===== config.mk =====
export PLATFORM = sky130hd
export DESIGN_NAME = im_loader_flat
export DESIGN_NICKNAME = d
export VERILOG_FILES = /design/src/rtl/im_loader_if.sv /design/src/rtl/im_loader.sv /design/src/flat_wrapper.sv
export SDC_FILE = /design/constraint.sdc
export NUM_CORES = 1
export LEC_CHECK = 0
export ABC_AREA = 0
export BUFFER_PORTS_ARGS = -buffer_cell sky130_fd_sc_hd__buf_2
export CAP_MARGIN = 20
export CELL_PAD_IN_SITES_DETAIL_PLACEMENT = 0
export CELL_PAD_IN_SITES_GLOBAL_PLACEMENT = 2
export CORE_MARGIN = 2
export CORE_UTILIZATION = 34
export CTS_BUF_LIST = sky130_fd_sc_hd__clkbuf_16
export CTS_CLUSTER_DIAMETER = 80
export DETAILED_ROUTE_END_ITERATION = 7
export PLACE_DENSITY = 0.9
export SLEW_MARGIN = 20
export SYNTH_ARGS = -nofsm -noshare
export SYNTH_HDL_FRONTEND = slang
export SYNTH_SLANG_ARGS = --single-unit

===== constraint.sdc =====
create_clock -name clk -period 6.7 [get_ports clk]
set_input_delay 1.34 -clock clk [delete_from_list [all_inputs] [get_ports clk]]
set_output_delay 1.34 -clock clk [all_outputs]
set_load 0.01 [all_outputs]

===== src/rtl/im_loader_if.sv =====
// Handshake and memory-write bundle for im_loader: byte-stream input, load command,
// and the instruction-memory write port plus status flags.
interface im_loader_if;
  logic        i_start;
  logic [31:0] i_base_addr;
  logic [15:0] i_word_count;
  logic        i_in_valid;
  logic [7:0]  i_in_data;
  logic        o_in_ready;
  logic        o_im_we;
  logic [31:0] o_im_addr;
  logic [31:0] o_im_wdata;
  logic        o_busy;
  logic        o_done;
  logic        o_err;

  modport master (
    output i_start, i_base_addr, i_word_count, i_in_valid, i_in_data,
    input  o_in_ready, o_im_we, o_im_addr, o_im_wdata, o_busy, o_done, o_err
  );

  modport slave (
    input  i_start, i_base_addr, i_word_count, i_in_valid, i_in_data,
    output o_in_ready, o_im_we, o_im_addr, o_im_wdata, o_busy, o_done, o_err
  );
endinterface


===== src/rtl/im_loader.sv =====
// Instruction-memory loader: packs a big-endian byte stream into 32-bit words and
// writes them to consecutive word addresses, holding the CPU busy while it does so.
module im_loader #(
  parameter int SIZE = 100
) (
  input logic        clk,
  input logic        reset,
  im_loader_if.slave bus
);

  localparam logic [2:0] IDLE  = 3'd0;
  localparam logic [2:0] LOAD  = 3'd1;
  localparam logic [2:0] WRITE = 3'd2;
  localparam logic [2:0] DONE  = 3'd3;
  localparam logic [2:0] ERR   = 3'd4;

  localparam logic [31:0] LP_SIZE = 32'(SIZE);

  logic [2:0]  r_state;
  logic [31:0] r_addr;
  logic [15:0] r_remaining;
  logic [1:0]  r_bytecnt;
  logic [31:0] r_shreg;
  logic [31:0] r_im_addr;
  logic [31:0] r_im_wdata;

  logic [31:0] w_end_word;
  logic [31:0] w_next_word;
  logic        w_unused;

  // End-of-range word index, wide enough that even the largest base address cannot wrap.
  assign w_end_word  = {2'b00, bus.i_base_addr[31:2]} + {16'h0000, bus.i_word_count};
  assign w_next_word = {r_shreg[23:0], bus.i_in_data};
  assign w_unused    = &{1'b0, bus.i_base_addr[1:0]};

  always_ff @(posedge clk) begin
    if (reset) begin
      r_state     <= IDLE;
      r_addr      <= 32'h0;
      r_remaining <= 16'h0;
      r_bytecnt   <= 2'd0;
      r_shreg     <= 32'h0;
      r_im_addr   <= 32'h0;
      r_im_wdata  <= 32'h0;
    end else begin
      case (r_state)
        IDLE: begin
          if (bus.i_start) begin
            r_addr      <= {bus.i_base_addr[31:2], 2'b00};
            r_remaining <= bus.i_word_count;
            r_bytecnt   <= 2'd0;
            if (bus.i_word_count == 16'h0000) begin
              r_state <= DONE;
            end else if (w_end_word > LP_SIZE) begin
              r_state <= ERR;
            end else begin
              r_state <= LOAD;
            end
          end
        end
        LOAD: begin
          // The write port registers capture the finished word so they hold it after WRITE.
          if (bus.i_in_valid) begin
            r_shreg   <= w_next_word;
            r_bytecnt <= r_bytecnt + 2'd1;
            if (r_bytecnt == 2'd3) begin
              r_im_addr  <= r_addr;
              r_im_wdata <= w_next_word;
              r_state    <= WRITE;
            end
          end
        end
        WRITE: begin
          r_addr      <= r_addr + 32'd4;
          r_remaining <= r_remaining - 16'd1;
          r_bytecnt   <= 2'd0;
          r_state     <= (r_remaining == 16'd1) ? DONE : LOAD;
        end
        DONE:    r_state <= IDLE;
        ERR:     r_state <= IDLE;
        default: r_state <= IDLE;
      endcase
    end
  end

  assign bus.o_in_ready = (r_state == LOAD);
  assign bus.o_im_we    = (r_state == WRITE);
  assign bus.o_im_addr  = r_im_addr;
  assign bus.o_im_wdata = r_im_wdata;
  assign bus.o_busy     = (r_state == LOAD) || (r_state == WRITE) || (r_state == DONE);
  assign bus.o_done     = (r_state == DONE);
  assign bus.o_err      = (r_state == ERR);

endmodule


===== src/flat_wrapper.sv =====
// flat-port wrapper written by rule: the top's interface ports become plain ports
module im_loader_flat 
#(
  parameter int SIZE = 100
)
  (clk, reset, bus_i_start, bus_i_base_addr, bus_i_word_count, bus_i_in_valid, bus_i_in_data, bus_o_in_ready, bus_o_im_we, bus_o_im_addr, bus_o_im_wdata, bus_o_busy, bus_o_done, bus_o_err);
  im_loader_if bus_i ();
  input logic clk;
  input logic reset;
  input wire logic [$bits(bus_i.i_start)-1:0] bus_i_start;
  input wire logic [$bits(bus_i.i_base_addr)-1:0] bus_i_base_addr;
  input wire logic [$bits(bus_i.i_word_count)-1:0] bus_i_word_count;
  input wire logic [$bits(bus_i.i_in_valid)-1:0] bus_i_in_valid;
  input wire logic [$bits(bus_i.i_in_data)-1:0] bus_i_in_data;
  output wire logic [$bits(bus_i.o_in_ready)-1:0] bus_o_in_ready;
  output wire logic [$bits(bus_i.o_im_we)-1:0] bus_o_im_we;
  output wire logic [$bits(bus_i.o_im_addr)-1:0] bus_o_im_addr;
  output wire logic [$bits(bus_i.o_im_wdata)-1:0] bus_o_im_wdata;
  output wire logic [$bits(bus_i.o_busy)-1:0] bus_o_busy;
  output wire logic [$bits(bus_i.o_done)-1:0] bus_o_done;
  output wire logic [$bits(bus_i.o_err)-1:0] bus_o_err;
  assign bus_i.i_start = bus_i_start;
  assign bus_i.i_base_addr = bus_i_base_addr;
  assign bus_i.i_word_count = bus_i_word_count;
  assign bus_i.i_in_valid = bus_i_in_valid;
  assign bus_i.i_in_data = bus_i_in_data;
  assign bus_o_in_ready = bus_i.o_in_ready;
  assign bus_o_im_we = bus_i.o_im_we;
  assign bus_o_im_addr = bus_i.o_im_addr;
  assign bus_o_im_wdata = bus_i.o_im_wdata;
  assign bus_o_busy = bus_i.o_busy;
  assign bus_o_done = bus_i.o_done;
  assign bus_o_err = bus_i.o_err;
  im_loader #(.SIZE(SIZE)) u_core (.clk(clk), .reset(reset), .bus(bus_i));
endmodule

Word-level counts from Yosys, hierarchy flattened
Index checks and enable logic that the tools add are counted.
Storage, ports and cells
  register bits after elaboration: 141
  output and inout bits: 69
  bits of input ports: 60
  bits in read-only memories: 0
  bits in writable memories: 0
  latch bits: 0
  memories kept: 0
Operators by class
  reduce and logical (&&, ||, !) cells: 11
  equal/unequal tests: 9
  order comparisons: 1
  bitwise logic cells: 0
  muxes and demuxes: 14
  div/mod/pow operators: 0
  shift-type cells: 0
  $add $sub $neg: 4
  multipliers: 0
Operators by type and width (count)
  $pmux W32 S2: 1
  $add A32 B3 Y32 const B: 1
  $gt A32 B7 Y1 const B: 1
  $mux W32: 1
  $pmux W16 S2: 1
  $add A30 B16 Y31: 1
  $eq A16 B1 Y1 const B: 1
  $logic_not A16 Y1: 1
  $mux W16: 1
  $sub A16 B1 Y16 const B: 1
  $mux W3: 5
  $pmux W3 S3: 1
  $reduce_and A3 Y1: 3
  $eq A3 B2 Y1 const B: 2
  $mux W2: 3
  $pmux W2 S3: 1
  $ne A2 B2 Y1 const B: 2
  $reduce_and A2 Y1: 2
  $eq A3 B1 Y1 const B: 1
  $eq A3 B3 Y1 const B: 1
  $logic_not A3 Y1: 1
  $reduce_bool A3 Y1: 1
  $add A2 B1 Y2 const B: 1
  $eq A2 B2 Y1 const B: 1
  3 further kinds: 4

Longest topological paths before layout
  word-level depth: 6
  mapped depth: 12
  gate-level depth less buffers: 12

Worst setup path after synthesis
Ideal clock, no wire load.
  path kind: in2reg
  start: in bus_i_word_count[0]
  end: reg u_core.r_state[0]
  setup slack: 2949 ps
  path buffers: 0
  cell stages on the path: 12
  arrival: 3691 ps
  required time: 6640 ps
  cell sequence: ha_1 inv_1 fa_1 nor2b_1 o31ai_2 a21oi_2 a2bb2oi_2 or3_4 or4b_1 o211ai_1 and4_1 a311o_1
On the way
  cells in the longest elaborated chain, start to end: 6
  elaborated cells between the ends (all ways): 7
  classes of those cells: add/sub (1); order compare (1); mux (4); reduce/logical (1)
Ends and longest elaborated chain
  from (decl): RTL line flat_wrapper.sv:12  | input wire logic [$bits(bus_i.i_word_count)-1:0] bus_i_word_count;
  $add A30 B16 Y31: RTL line im_loader.sv:32  | assign w_end_word = {2'b00, bus.i_base_addr[31:2]} + {16'h0000, bus.i_word_count};
  $gt A32 B7 Y1: RTL line im_loader.sv:54  | end else if (w_end_word > LP_SIZE) begin
  $mux W3: RTL line im_loader.sv:54
  $mux W3 (*): RTL line im_loader.sv:52  | if (bus.i_word_count == 16'h0000) begin
  $mux W3 (*): RTL line im_loader.sv:48  | if (bus.i_start) begin
  $pmux W3 S3 (*): RTL line im_loader.sv:46  | case (r_state)
  to (signal assigned): RTL line im_loader.sv:77  | r_state <= (r_remaining == 16'd1) ? DONE : LOAD;
  to (decl): RTL line im_loader.sv:19  | logic [2:0] r_state;
Mark *: on every way between the ends. The rest lies on a longest branch, timed or not. The select of a mux whose other input is x is not followed.
A chain may end at the register's enable or synchronous reset.

Final worst setup path
Same ends and word-level chain as after synthesis.

==> impl_results.md <==
* Clk pwr share at 44.8%
* Clock Sinks at 137
* PD cells at around 230 mW/mm^2
* Vias in the first global route at 6445
* Worst EP required at 7060 ps
* Post-synth EDFFs at 0
* Switching part of the total at 27.2%
* Initial DRC Count at 429
* Multi-input logic area at 0.00398 sq mm
* Tightest Hold Check Type: reg2reg
* Sequential cell area at 0.00274 sq mm
* Util after Layout at between 40% and 50%
* Synth Cell Area at 0.00701 sq mm
* Synth Area in Adders at 3.85%
* Via Count at approximately 7000
* Cell count after synthesis at ~950
* Synth top area share at 39.1%
* Final Net Count at between 1000 and 1500
* Root Buffer: clkbuf_16
* Max clock buf depth at 2
* Synth area leader: dfxtp_1
* Antenna violations before repair at 0
* Endpoints failing hold at 0
* RSZ-0062 raised after global routing: false
* Prevailing post-synth register cell: dfxtp_1
* CP endpoint kind: flip-flop
* Distinct cells, synth at 79
* Synth area leaders: dfxtp_1 39%, nand2_1 12%, a21oi_1 10%
* Post-layout minimum cycle time at slightly below 4000 ps
* Ant. Diodes at 0
* Largest net degree at the start of global routing at 75
* Post-CTS Setup Inserts at 0
* Post-route DRC at 0
* Main combinational cell family by area after synthesis: simple AND/OR/NAND/NOR gates
* DRT antenna net count at 0
* Worst reg2reg setup slack at about 3700 ps
* Comb pwr share at 11.5%
* Wirelength, routed at 20800 microns
* Dpl hpwl at 14800 microns
* Total GRT Usage at 19.0%
* Post-synthesis mux area share at 1.02%
* Die footprint at 0.0218 sq mm
* TritonRoute pass-1 iters at 5
* Via-per-instance ratio at 5.28
* Int Pwr at 1430 uW
* Worst-Margin Slew at 907 ps
* Slew HR at 39.4%
* M3 GR Usage at 3.18%
* Final Wtd Congestion at 0.893
* GR Overflow Total at 0
* Cts hold-fix bufs at 0
* Compound-cell area share of the yosys netlist at a little under a quarter
* Critical path fanouts, max at 5
* Hold Path Sink: u_core.bus.o_im_wdata[30]$_SDFFE_PP0P_
* Yosys warnings at 0
* Setup Skew at 12.8 ps
* Async SR Flop Fraction at 0%
* R2r endpoint: u_core.r_remaining[7]$_SDFFE_PP0P_
* CTS tree: done
* I/O Pins at 129
* Final Max Tran Viols at 0
* Hold Path Cell Cnt at 2
* Layout cells sized above 1 at around 17%
* Number of max-cap violations at 0
* First-pass GRT wire length at 33500 microns
* CTS Buf Count at 17
* Sequential power share at 43.7%
* Peak VDD IR at 0.120 mV
* Critical path arrival at between 4000 and 5000 ps
* Die height at 148 microns
* Global Route met2 Usage at about 30%
* Status: finished clean
* Max Fclk at ~260 MHz
* Gates resized, CTS repair at 0
* Final setup TNS at 0 ps
* RR Startpoint: u_core.r_state[2]$_SDFFE_PP0P_
* Starting density of the core at between 30% and 40%
* Skew-Pair Late Insertion Delay at 430 ps
* Synthesized flop and latch total at 137
* Startpoint Class: primary input
* Reg2reg path depth at 7
* Row Count at 52
* IO buf count at 124
* Clock-pin slew on the worst setup and hold paths at roughly 60 ps
* Simple-Gate Fraction of Synth Area at 27.1%
* Final-layout fill cell count at 2198
* Tcrit/Tclk final at 57.6%
* Seq/Total Area, Yosys at approximately two fifths
* Mapped Avg Cell Area at roughly 7.4 sq um
* Commonest non-fill, non-tap cells in the layout: 225 x nand2_1, 144 x a21oi_1, 137 x dfxtp_1
* Net Switching at 533 uW
* Leakage power at 0.00322 uW
* Hold Startpoint: u_core.r_shreg[22]$_SDFFE_PP0P_
* Chip Width at 148 microns
* GRT met1 Usage at 27.0%
* Synth-to-Final Area Change at 19.2%
* Commonest non-fill, non-tap cell in the layout: nand2_1
* WL per Instance at 15.8 microns
* Gr busiest metal: met2
* Setup Crit Path Kind: in2reg
* Setup violations, final at 0
* CTS HTree Levels at 4
* Post-synthesis xor/xnor area fraction at 1.37%
* Core Box Area at 0.0202 sq mm
## area by class of cell
| cell class | instances | area share [%] |
|---|---|---|
| clock inverter | 14 | 1.54 |
| tap | 270 | 4.04 |
| sequential | 137 | 32.8 |
| inverter | 21 | 0.943 |
| multi-input combinational | 732 | 47.6 |
| timing repair buffer | 130 | 7.99 |
| clock buffer | 17 | 5.09 |
## synthesized netlist by cell type (3+ instances only)
cell,count
nand2_1,226
a21oi_1,144
dfxtp_1,137
nor2_1,77
clkbuf_1,47
o21ai_0,28
nand3_1,21
ha_1,20
inv_1,19
a31oi_1,18
nor3_1,18
nor4_1,15
nand4_1,12
and3_1,11
a211oi_1,9
o211ai_1,9
buf_2,8
a21o_1,6
mux2i_1,6
xor2_1,6
a221oi_1,5
a22oi_1,5
nor2b_1,5
xnor2_1,5
and2_1,4
nor3b_1,4
o2111ai_1,4
or3_1,4
a2111oi_0,3
a211o_1,3
nand2b_1,3
nor4b_1,3
o21ai_1,3
o22ai_1,3
o311ai_0,3
## critical path: stages
cell and delay (ps):
buf_2 110, ha_1 190, inv_1 60, fa_1 420, nor2b_1 170, o31ai_2 120
a21oi_2 210, a2bb2oi_2 140, or3_4 350, or4b_1 470, o211ai_1 120, and4_1 320
a311o_1 180
## layer usage
| metal | wire length (microns) | share of wire [%] |
|---|---|---|
| met1 | 10300 | 49 |
| met5 | 0 | 0 |
| met2 | 9430 | 45 |
| met4 | 227 | 1.1 |
| met3 | 887 | 4.3 |
## registers in the layout, indices dropped and copies added, names as in the netlist
name and cells:
u_core.r_remaining 16, u_core.r_state 3, u_core.bus.o_im_addr 30, u_core.r_shreg 24, u_core.r_addr 30, u_core.r_bytecnt 2, u_core.bus.o_im_wdata 32
## cell families after synthesis
group,Yosys count
adder cells (fa/ha/maj),21
XOR/XNOR,11
multiplexers,7
flip-flops,137
buffers and inverters,79
AND/OR/NAND/NOR,423
AO/OA/AOI/OAI,268
other,1
## power groups by stage
stage	clock network (uW)	logic, uW	registers [uW]
finish	881	225	858
floorplan	0	157	866
global route	929	252	861
CTS	898	224	857
global placement	0	224	875
detailed placement	0	223	875
## per-stage QoR
step | area, sq um | total power [uW] | std cells | worst slack, ps | hold slack, ps
after global placement | 7800 | 1100 | 1290 | 2380 | 441
after CTS | 8350 | 1980 | 1321 | 2800 | 451
after detailed placement | 7800 | 1100 | 1290 | 2370 | 444
after floorplan | 7020 | 1020 | 948 | 2950 | 432
after global routing | 8360 | 2040 | 1321 | 2680 | 468
final | 8360 | 1960 | 1321 | 2840 | 448
## how the worst max path moves through the flow
stage	start	to	slack, ps	depth (start not counted)
after floorplan	bus_i_word_count[0]	u_core.r_state[0]$_SDFFE_PP0P_	2950	12
after global placement	bus_i_word_count[0]	u_core.r_state[0]$_SDFFE_PP0P_	2380	13
after detailed placement	bus_i_word_count[0]	u_core.r_state[0]$_SDFFE_PP0P_	2370	13
after CTS	bus_i_word_count[0]	u_core.r_state[0]$_SDFFE_PP0P_	2800	13
after global routing	bus_i_word_count[0]	u_core.r_state[0]$_SDFFE_PP0P_	2680	13
final	bus_i_word_count[0]	u_core.r_state[0]$_SDFFE_PP0P_	2840	13
No activity file was read; power rests on OpenSTA's default activity.
